==> config.mk <==
export PLATFORM = sky130hd
export DESIGN_NAME = pll_lock_sequencer_flat
export DESIGN_NICKNAME = d
export VERILOG_FILES = /design/src/rtl/pll_lock_sequencer_pkg.sv /design/src/rtl/pll_lock_sequencer_if.sv /design/src/rtl/pll_lock_sequencer_sync_2ff.sv /design/src/rtl/pll_lock_sequencer.sv /design/src/flat_wrapper.sv
export SDC_FILE = /design/constraint.sdc
export NUM_CORES = 1
export LEC_CHECK = 0
export BUFFER_PORTS_ARGS = -buffer_cell sky130_fd_sc_hd__buf_2
export CORE_ASPECT_RATIO = 0.8
export CORE_MARGIN = 4
export CORE_UTILIZATION = 35
export CTS_CLUSTER_DIAMETER = 40
export DETAILED_ROUTE_END_ITERATION = 12
export SETUP_SLACK_MARGIN = 0.2
export SYNTH_ARGS = -nofsm -noshare
export SYNTH_HDL_FRONTEND = slang
export SYNTH_SLANG_ARGS = --single-unit
==> constraint.sdc <==
create_clock -name clock_in -period 1.9 [get_ports clock_in]
set_input_delay 0.475 -clock clock_in [delete_from_list [all_inputs] [get_ports clock_in]]
set_output_delay 0.475 -clock clock_in [all_outputs]
set_load 0.1 [all_outputs]
==> src/rtl/pll_lock_sequencer_pkg.sv <==
// Shared state codes, widths and helpers for the PLL lock sequencer.
package pll_lock_sequencer_pkg;

  localparam int STATE_W = 3;
  localparam int LOSS_W  = 8;
  localparam int RETRY_W = 8;

  localparam logic [STATE_W-1:0] ST_PLL_RESET   = 3'd0;
  localparam logic [STATE_W-1:0] ST_WAIT_LOCK   = 3'd1;
  localparam logic [STATE_W-1:0] ST_STABLE_WAIT = 3'd2;
  localparam logic [STATE_W-1:0] ST_RUN         = 3'd3;
  localparam logic [STATE_W-1:0] ST_FAULT       = 3'd4;

  typedef enum logic [STATE_W-1:0] {
    S_PLL_RESET   = ST_PLL_RESET,
    S_WAIT_LOCK   = ST_WAIT_LOCK,
    S_STABLE_WAIT = ST_STABLE_WAIT,
    S_RUN         = ST_RUN,
    S_FAULT       = ST_FAULT
  } state_e;

  // Loss counter holds at all-ones instead of wrapping back to zero.
  function automatic logic [LOSS_W-1:0] satInc(input logic [LOSS_W-1:0] value);
    return (value == '1) ? value : value + 1'b1;
  endfunction

endpackage

==> src/rtl/pll_lock_sequencer_if.sv <==
// Status/control bundle between the lock sequencer and its surroundings.
interface pll_lock_sequencer_if;
  import pll_lock_sequencer_pkg::*;

  logic                pll_locked;
  logic                restart;
  logic                pll_resetb;
  logic                sys_reset_n;
  logic                ready;
  logic                fault;
  logic [STATE_W-1:0]  state;
  logic [LOSS_W-1:0]   loss_count;

  modport master (
    output pll_locked, restart,
    input  pll_resetb, sys_reset_n, ready, fault, state, loss_count
  );

  modport slave (
    input  pll_locked, restart,
    output pll_resetb, sys_reset_n, ready, fault, state, loss_count
  );

endinterface

==> src/rtl/pll_lock_sequencer_sync_2ff.sv <==
// Two-flop synchronizer bringing the asynchronous PLL LOCK into the reference domain.
module pll_lock_sequencer_sync_2ff (
  input  logic i_clk,
  input  logic i_d,
  output logic o_q
);

  logic r_meta;
  logic r_sync;

  always_ff @(posedge i_clk) begin
    r_meta <= i_d;
    r_sync <= r_meta;
  end

  assign o_q = r_sync;

endmodule

==> src/rtl/pll_lock_sequencer.sv <==
// Supervises PLL RESETB/LOCK from the reference clock and gates the system reset,
// retrying failed lock attempts and parking in a sticky fault after too many.
module pll_lock_sequencer
  import pll_lock_sequencer_pkg::*;
#(
  parameter int CNT_W          = 16,
  parameter int PLL_RST_CYCLES = 12,
  parameter int LOCK_TIMEOUT   = 1200,
  parameter int LOCK_STABLE    = 120,
  parameter int MAX_RETRIES    = 3
) (
  input  logic                 clock_in,
  input  logic                 reset_n,
  pll_lock_sequencer_if.slave  bus
);

  logic w_lk;

  state_e               r_state;
  logic [CNT_W-1:0]     r_timer;
  logic [RETRY_W-1:0]   r_retries;
  logic [LOSS_W-1:0]    r_lossCount;
  logic                 r_pllResetb;
  logic                 r_sysResetN;
  logic                 r_ready;
  logic                 r_fault;

  state_e               w_nextState;
  logic [CNT_W-1:0]     w_nextTimer;
  logic [RETRY_W-1:0]   w_nextRetries;
  logic [LOSS_W-1:0]    w_nextLoss;
  logic                 w_attemptFail;

  pll_lock_sequencer_sync_2ff u_lockSync (
    .i_clk (clock_in),
    .i_d   (bus.pll_locked),
    .o_q   (w_lk)
  );

  // Outputs are decoded from the next state so they move on the same edge as the state.
  always_ff @(posedge clock_in) begin
    if (!reset_n) begin
      r_state     <= S_PLL_RESET;
      r_timer     <= '0;
      r_retries   <= '0;
      r_lossCount <= '0;
      r_pllResetb <= 1'b0;
      r_sysResetN <= 1'b0;
      r_ready     <= 1'b0;
      r_fault     <= 1'b0;
    end else begin
      r_state     <= w_nextState;
      r_timer     <= w_nextTimer;
      r_retries   <= w_nextRetries;
      r_lossCount <= w_nextLoss;
      r_pllResetb <= !((w_nextState == S_PLL_RESET) || (w_nextState == S_FAULT));
      r_sysResetN <= (w_nextState == S_RUN);
      r_ready     <= (w_nextState == S_RUN);
      r_fault     <= (w_nextState == S_FAULT);
    end
  end

  always_comb begin
    w_nextState   = r_state;
    w_nextTimer   = r_timer;
    w_nextRetries = r_retries;
    w_nextLoss    = r_lossCount;
    w_attemptFail = 1'b0;

    case (r_state)
      S_PLL_RESET: begin
        if (r_timer == CNT_W'(PLL_RST_CYCLES - 1)) begin
          w_nextState = S_WAIT_LOCK;
          w_nextTimer = '0;
        end else begin
          w_nextTimer = r_timer + 1'b1;
        end
      end
      S_WAIT_LOCK: begin
        if (w_lk) begin
          w_nextState = S_STABLE_WAIT;
          w_nextTimer = '0;
        end else if (r_timer == CNT_W'(LOCK_TIMEOUT - 1)) begin
          w_attemptFail = 1'b1;
        end else begin
          w_nextTimer = r_timer + 1'b1;
        end
      end
      S_STABLE_WAIT: begin
        if (!w_lk) begin
          w_attemptFail = 1'b1;
        end else if (r_timer == CNT_W'(LOCK_STABLE - 1)) begin
          w_nextState   = S_RUN;
          w_nextTimer   = '0;
          w_nextRetries = '0;
        end else begin
          w_nextTimer = r_timer + 1'b1;
        end
      end
      S_RUN: begin
        if (!w_lk) begin
          w_nextState = S_PLL_RESET;
          w_nextTimer = '0;
          w_nextLoss  = satInc(r_lossCount);
        end
      end
      S_FAULT: begin
        w_nextState = S_FAULT;
      end
      default: begin
        w_nextState = S_PLL_RESET;
        w_nextTimer = '0;
      end
    endcase

    if (w_attemptFail) begin
      w_nextRetries = r_retries + 1'b1;
      w_nextTimer   = '0;
      w_nextState   = (w_nextRetries == RETRY_W'(MAX_RETRIES)) ? S_FAULT : S_PLL_RESET;
    end

    // Restart overrides the transition but a loss detected this cycle is still counted.
    if (bus.restart) begin
      w_nextState   = S_PLL_RESET;
      w_nextTimer   = '0;
      w_nextRetries = '0;
    end
  end

  assign bus.pll_resetb  = r_pllResetb;
  assign bus.sys_reset_n = r_sysResetN;
  assign bus.ready       = r_ready;
  assign bus.fault       = r_fault;
  assign bus.state       = r_state;
  assign bus.loss_count  = r_lossCount;

endmodule

==> src/flat_wrapper.sv <==
// flat-port wrapper written by rule: the top's interface ports become plain ports
module pll_lock_sequencer_flat import pll_lock_sequencer_pkg::*;
#(
  parameter int CNT_W          = 16,
  parameter int PLL_RST_CYCLES = 12,
  parameter int LOCK_TIMEOUT   = 1200,
  parameter int LOCK_STABLE    = 120,
  parameter int MAX_RETRIES    = 3
)
  (clock_in, reset_n, bus_pll_locked, bus_restart, bus_pll_resetb, bus_sys_reset_n, bus_ready, bus_fault, bus_state, bus_loss_count);
  pll_lock_sequencer_if bus_i ();
  input  logic clock_in;
  input  logic reset_n;
  input wire logic [$bits(bus_i.pll_locked)-1:0] bus_pll_locked;
  input wire logic [$bits(bus_i.restart)-1:0] bus_restart;
  output wire logic [$bits(bus_i.pll_resetb)-1:0] bus_pll_resetb;
  output wire logic [$bits(bus_i.sys_reset_n)-1:0] bus_sys_reset_n;
  output wire logic [$bits(bus_i.ready)-1:0] bus_ready;
  output wire logic [$bits(bus_i.fault)-1:0] bus_fault;
  output wire logic [$bits(bus_i.state)-1:0] bus_state;
  output wire logic [$bits(bus_i.loss_count)-1:0] bus_loss_count;
  assign bus_i.pll_locked = bus_pll_locked;
  assign bus_i.restart = bus_restart;
  assign bus_pll_resetb = bus_i.pll_resetb;
  assign bus_sys_reset_n = bus_i.sys_reset_n;
  assign bus_ready = bus_i.ready;
  assign bus_fault = bus_i.fault;
  assign bus_state = bus_i.state;
  assign bus_loss_count = bus_i.loss_count;
  pll_lock_sequencer #(.CNT_W(CNT_W), .PLL_RST_CYCLES(PLL_RST_CYCLES), .LOCK_TIMEOUT(LOCK_TIMEOUT), .LOCK_STABLE(LOCK_STABLE), .MAX_RETRIES(MAX_RETRIES)) u_core (.clock_in(clock_in), .reset_n(reset_n), .bus(bus_i));
endmodule
==> results_dict.tcl, run 1 <==
set metrics [dict create \
    outcome "finished, final reports clean" \
    final_cell_area_um2 2730 \
    p_int_mw 1.110 \
    setup_viol 0 \
    route.detailed.wl_per_inst_um 13.53 \
    min_to "u_core.u_lockSync.r_meta$_DFF_P_" \
    holdWs_ps 289.8 \
    critical_path_arrival_ps 1920 \
    yosys.area.top_type_share 0.3783 \
    crit_family "compound AO/OA/AOI/OAI gates" \
    clk_latency_ps 290 \
    drv_slew 0 \
    synth-edff-count 0 \
    wl_um 4803 \
    die_w_um 94.95 \
    ir_worst_vdd_mv 0.3145 \
    holdPathStages 1 \
    numCtsBuffers 5 \
    dp_hpwl_um 3300 \
    r2r_slack_ps 160 \
    crit_slowest_cell "dfxtp_2" \
    post-place-ws_ps 2.540 \
    nFillCells 576 \
    first_pass_iters 4 \
    relSlewSlack 0.6733 \
    syn_area_um2 2117 \
    vias 1840 \
    finish.utilization 0.4643 \
    leakagePower_nw 1.020 \
    grt_pass1_wl_um 7721 \
    synth_top_area_cell "dfxtp_1" \
    max_stage_delay_ps 360 \
    p_sw_uw 329.1 \
    grt_pass1_vias 1727 \
    hold_class "in -> reg" \
    cts_max_path_buffers 2 \
    reg2regPathDepth 6 \
    fin_ws_ps 160.8 \
    core_um2 5881 \
    ctsHoldBuffers 0 \
    synth_area_leaders "dfxtp_1 38%, xnor2_1 5.8%, nor2_1 4.4%, xor2_1 3.7%, nand2_1 3.4%" \
    max_clock_freq_ghz 0.5750 \
    synth_cell_type_count 49 \
    syn_area_per_cell_um2 8.970 \
    ios 19 \
    clkPwrFrac 0.384 \
    combPwrFrac 0.033 \
    crit_type "reg -> reg" \
    grt_max_degree 15 \
    cellPowerDensity_nw_per_um2 527.2 \
    ys.warnings.count 0 \
    seqPwrFrac 0.583 \
    nets 281 \
    rsz0062_at_grt "true" \
    timing.rr.end "u_core.r_retries[3]$_SDFFE_PP0P_" \
    worst-path-buf-inv 0 \
    track_usage 0.1303 \
    cp_data_required_time_ps 2080 \
    die_h_um 77.56 \
    timing.setup.tns_ps 0 \
    synth_nets 244 \
    path_depth 6 \
    ys_ff_latch 40 \
    grt_overflow 0 \
    drt_iter0_markers 112 \
    async_flop_share 0 \
    clk_pin_slew_ps 80 \
    num_rows 25 \
    multi_input_area_um2 1416 \
    drcViolationCount 0 \
    clock_skew_ps 9.029 \
    synth_most_common_cell "dfxtp_1" \
    synth-seq-area-share 0.3783 \
    report.final.hold_viol_count 0 \
    critPathMaxFanout 5 \
    min_from "bus_pll_locked" \
    initial_core_util 0.3600 \
    htreeDepth 2 \
    finalCriticalPeriod_ps 1739 \
    area_growth_syn_to_layout_pct 28.96 \
    critPathLaunchType "flip-flop" \
    cts_tree "yes" \
    yosys-top-cells-count "40 x dfxtp_1, 25 x nor2_1, 19 x nand2_1" \
    final-seq-area_um2 835.8 \
    crit_path_end_kind "flip-flop" \
    cts-root-buf "clkbuf_8" \
    drv_cap 0 \
    grt_antenna_before_repair 0 \
    num_antenna_cells 0 \
    p_sw_frac 0.2286 \
    die-area_um2 7364 \
    ys.flop_type "dfxtp_1" \
    ant_nets 0 \
    routed_via_density 5.183 \
    syn_inst 236 \
    gp_congestion 0.8274 \
    clock_sinks 40 \
    placed_area_um2 2419 \
    drive_above_1_share 0.3394 \
    io_buffers 18 \
    fin_crit_sh 0.9154 \
    reg2reg_from "u_core.r_timer[0]$_SDFFE_PP0P_" \
    worst_pin_slew_ps 493.4 \
    path_cells "ha_4 -> nor4b_4 -> nand3_2 -> o211ai_4 -> nor2_4 -> a221o_1" \
]
[state kept, by name (all words and copies together), names as in the netlist]
name	cells
u_core.bus.state	3
u_core.r_retries	8
u_core.r_timer	16
u_core.u_lockSync.o_q	1
u_core.u_lockSync.r_meta	1
u_core.bus.sys_reset_n	1
u_core.bus.fault	1
u_core.bus.loss_count	8
u_core.bus.pll_resetb	1
[through the flow]
step                      power [mW]  instances
after global placement        0.8986        340
after floorplan               0.8814        236
after global routing           1.507        355
after detailed placement      0.8983        340
after CTS                      1.450        349
final                          1.439        355
[area by class of cell]
class / count / area share
multi-input combinational: 182 / 0.5188
sequential: 40 / 0.3061
timing repair buffer: 39 / 0.09899
tap: 81 / 0.03712
clock buffer: 5 / 0.02521
clock inverter: 3 / 0.006874
inverter: 5 / 0.006874
[worst max-delay path by stage]
stage                              startpoint                                 to  slack (ps)
6_report       u_core.r_timer[0]$_SDFFE_PP0P_   u_core.r_retries[3]$_SDFFE_PP0P_         160
5_1_grt        u_core.r_timer[0]$_SDFFE_PP0P_   u_core.r_retries[4]$_SDFFE_PP0P_          70
4_1_cts        u_core.bus.state[0]$_SDFF_PN0_   u_core.r_retries[3]$_SDFFE_PP0P_         160
3_5_place_dp   u_core.r_timer[0]$_SDFFE_PP0P_  u_core.bus.sys_reset_n$_SDFF_PN0_           3
3_3_place_gp   u_core.r_timer[0]$_SDFFE_PP0P_   u_core.r_retries[4]$_SDFFE_PP0P_          90
2_1_floorplan  u_core.bus.state[0]$_SDFF_PN0_   u_core.r_retries[3]$_SDFFE_PP0P_          10
[timing repair]
| item | CTS | global route |
|---|---|---|
| pin swaps | 4 | 7 |
| endpoints found under the setup margin | 33 | 30 |
| setup buffers | 1 | 5 |
| gates cloned | 0 | 1 |
| resized for setup | 21 | 15 |
| hold endpoints to repair | 0 | 0 |
[power groups by stage]
stage / combinational [mW] / clock (mW) / sequential [mW]
3_3_place_gp: 0.0418 / 0 / 0.857
4_1_cts: 0.0442 / 0.568 / 0.839
3_5_place_dp: 0.0412 / 0 / 0.857
6_report: 0.0474 / 0.553 / 0.839
5_1_grt: 0.0525 / 0.615 / 0.839
2_1_floorplan: 0.0245 / 0 / 0.857
[per-layer routing]
metal  global-route usage  vias to the layer above  routed length [um]
li1                     -                      932                   -
met1               0.1775                      872                2394
met2               0.1992                       34                2184
met3              0.03779                        2                 192
met4              0.03746                        0                  31
met5                    0                        -                   0
[cell families after synthesis]
family                   count (synthesis)  share of synthesized area
adder cells (fa/ha/maj)                  4                    0.02364
AND/OR/NAND/NOR                        119                     0.3280
buffers and inverters                   14                    0.03960
AO/OA/AOI/OAI                           31                     0.1111
XOR/XNOR                                23                    0.09516
flip-flops                              40                     0.3783
multiplexers                             5                    0.02423
[worst register-to-register path, stage by stage, from the launching register on]
cell and delay [ps]:
dfxtp_2 360, ha_4 160, nor4b_4 210, nand3_2 180, o211ai_4 320, nor2_4 80, a221o_1 310
[placed cells by master (no fill, tap or decap), types with 9 or more instances in the layout]
| cell | n |
|---|---|
| dfxtp_1 | 24 |
| and2_1 | 10 |
| xor2_1 | 9 |
| buf_4 | 19 |
| nand3_1 | 9 |
| nor2_1 | 24 |
| dfxtp_2 | 10 |
| xnor2_1 | 14 |
| buf_2 | 17 |
| nand2_1 | 18 |
No activity file was read; power rests on OpenSTA's default activity.
==> run 2: changes to the inputs <==
SETUP_SLACK_MARGIN = default   (was 0.2)
==> results_dict.tcl, run 2 (same netlist as run 1, synthesis figures left out) <==
set metrics [dict create \
    outcome "finished, final reports clean" \
    worst-path-buf-inv 1 \
    final_cells 349 \
    endpoint "u_core.r_retries[3]$_SDFFE_PP0P_" \
    drt_iter0_markers 63 \
    fin_crit_sh 0.9515 \
    drcViolationCount 0 \
    ir_worst_vdd_mv 0.2652 \
    holdWs_ps 268.8 \
    routed_via_density 5.095 \
    cts_max_path_buffers 2 \
    leakagePower_nw 0.9474 \
    nets 275 \
    r2r_slack_ps 90 \
    placed_area_um2 2387 \
    max_clock_freq_ghz 0.5532 \
    io_buffers 18 \
    worst_pin_slew_ps 528.0 \
    clock_skew_ps 11.61 \
    initial_core_util 0.3600 \
    clock_sinks 40 \
    critPathMaxFanout 5 \
    drive_above_1_share 0.2463 \
    multi_input_area_um2 1267 \
    drv_cap 0 \
    ant_nets 0 \
    crit_slowest_cell "dfxtp_1" \
    grt_antenna_before_repair 0 \
    htreeDepth 2 \
    final_cell_mix "29 x dfxtp_1, 25 x nor2_1, 18 x nand2_1, 18 x buf_2" \
    die_h_um 77.56 \
    rsz0062_at_grt "false" \
    gp_congestion 0.8013 \
    reg2reg_from "u_core.r_timer[1]$_SDFFE_PP0P_" \
    die-area_um2 7364 \
    path_depth 7 \
    clk_latency_ps 300 \
    setup_viol 0 \
    critPathLaunch "u_core.r_timer[1]$_SDFFE_PP0P_" \
    ios 19 \
    reg2regPathDepth 7 \
    cellPowerDensity_nw_per_um2 579.8 \
    clk_pin_slew_ps 80 \
    dp.cells 340 \
    wl_um 4379 \
    timing.rr.end "u_core.r_retries[3]$_SDFFE_PP0P_" \
    grt_max_degree 15 \
    finish.utilization 0.4268 \
    numCtsBuffers 5 \
    cts_tree "yes" \
    grt_pass1_vias 1603 \
    cp_data_required_time_ps 2100 \
    max_stage_delay_ps 340 \
    largest_register "u_core.r_timer" \
    final_cell_area_um2 2510 \
    hold_class "in -> reg" \
    num_rows 25 \
    first_pass_iters 4 \
    area_growth_syn_to_layout_pct 18.56 \
    cts-root-buf "clkbuf_8" \
    core_um2 5881 \
    die_w_um 94.95 \
    drv_slew 0 \
    grt_overflow 0 \
    crit_path_end_kind "flip-flop" \
    relSlewSlack 0.6453 \
    final-seq-area_um2 822.0 \
    nFillCells 613 \
    largest_register_ffs 16 \
    track_usage 0.1273 \
    critical_path_arrival_ps 2010 \
    report.final.hold_viol_count 0 \
    grt_pass1_wl_um 7486 \
    vias 1778 \
    timing.setup.tns_ps 0 \
    route.detailed.wl_per_inst_um 12.55 \
    ctsHoldBuffers 0 \
    crit_type "reg -> reg" \
    dp_hpwl_um 3204 \
    finalCriticalPeriod_ps 1808 \
    critPathLaunchType "flip-flop" \
    final_common_cell "dfxtp_1" \
    crit_family "simple AND/OR/NAND/NOR gates" \
    path_cells "ha_1 -> nor4b_2 -> nand4_1 -> nor2_1 -> buf_4 -> nor2_4 -> a221o_1" \
    num_antenna_cells 0 \
]
run 2: cell types whose count changed in the layout (fill, tap and decap cells not counted), sizes merged:
cell      before  now
clkinvlp       2    1
clkbuf         5    6
buf           39   33
run 2: how the worst min path moves through the flow:
stage / startpoint / to / slack, ps / cells after the start
floorplan: u_core.u_lockSync.r_meta$_DFF_P_ / u_core.u_lockSync.o_q$_DFF_P_ / 310 / 0
global placement: u_core.u_lockSync.r_meta$_DFF_P_ / u_core.u_lockSync.o_q$_DFF_P_ / 320 / 0
detailed placement: u_core.u_lockSync.r_meta$_DFF_P_ / u_core.u_lockSync.o_q$_DFF_P_ / 320 / 0
CTS: bus_pll_locked / u_core.u_lockSync.r_meta$_DFF_P_ / 260 / 1
global route: bus_pll_locked / u_core.u_lockSync.r_meta$_DFF_P_ / 250 / 1
finish: bus_pll_locked / u_core.u_lockSync.r_meta$_DFF_P_ / 270 / 1
run 2: layout make-up:
cell class	count	area share
Clock buffer	6	0.02891
Clock inverter	2	0.004985
Inverter	5	0.007478
Multi-Input combinational cell	182	0.5050
Sequential cell	40	0.3275
Tap cell	81	0.04038
Timing Repair Buffer	33	0.08574
run 2: worst reg2reg max path, cell delays in order (launching register included):
cell and delay, ps:
dfxtp_1 340, ha_1 220, nor4b_2 280, nand4_1 180
nor2_1 140, buf_4 150, nor2_4 60, a221o_1 340
run 2: through the flow:
step / power, mW / worst slack, ps
4_1_cts: 1.482 / 19.23
3_5_place_dp: 0.9075 / -11.89
2_1_floorplan: 0.8835 / -10.74
3_3_place_gp: 0.9075 / 20.94
5_1_grt: 1.526 / 2.466
6_report: 1.455 / 92.19
run 2: what timing repair did:
item | CTS | global route
endpoints found under the setup margin | 19 | 28
pin swaps | 2 | 1
gates resized for setup | 1 | 6
buffers inserted | 1 | 0
run 2: report_power, final:
part	internal (mW)	switching (mW)	total [mW]	leakage, nW
Combinational	0.0233	0.0232	0.0464	0.577
Clock	0.257	0.310	0.567	0.0412
Sequential	0.837	0.00436	0.842	0.330
run 2: metal layers:
layer	wire length, um	vias up	part of all wire	GRT usage
met5	0	-	0	0
met4	72	0	0.016	0.05187
met3	168	7	0.038	0.03682
met2	1799	30	0.41	0.1858
met1	2338	830	0.53	0.1744
li1	-	911	-	-
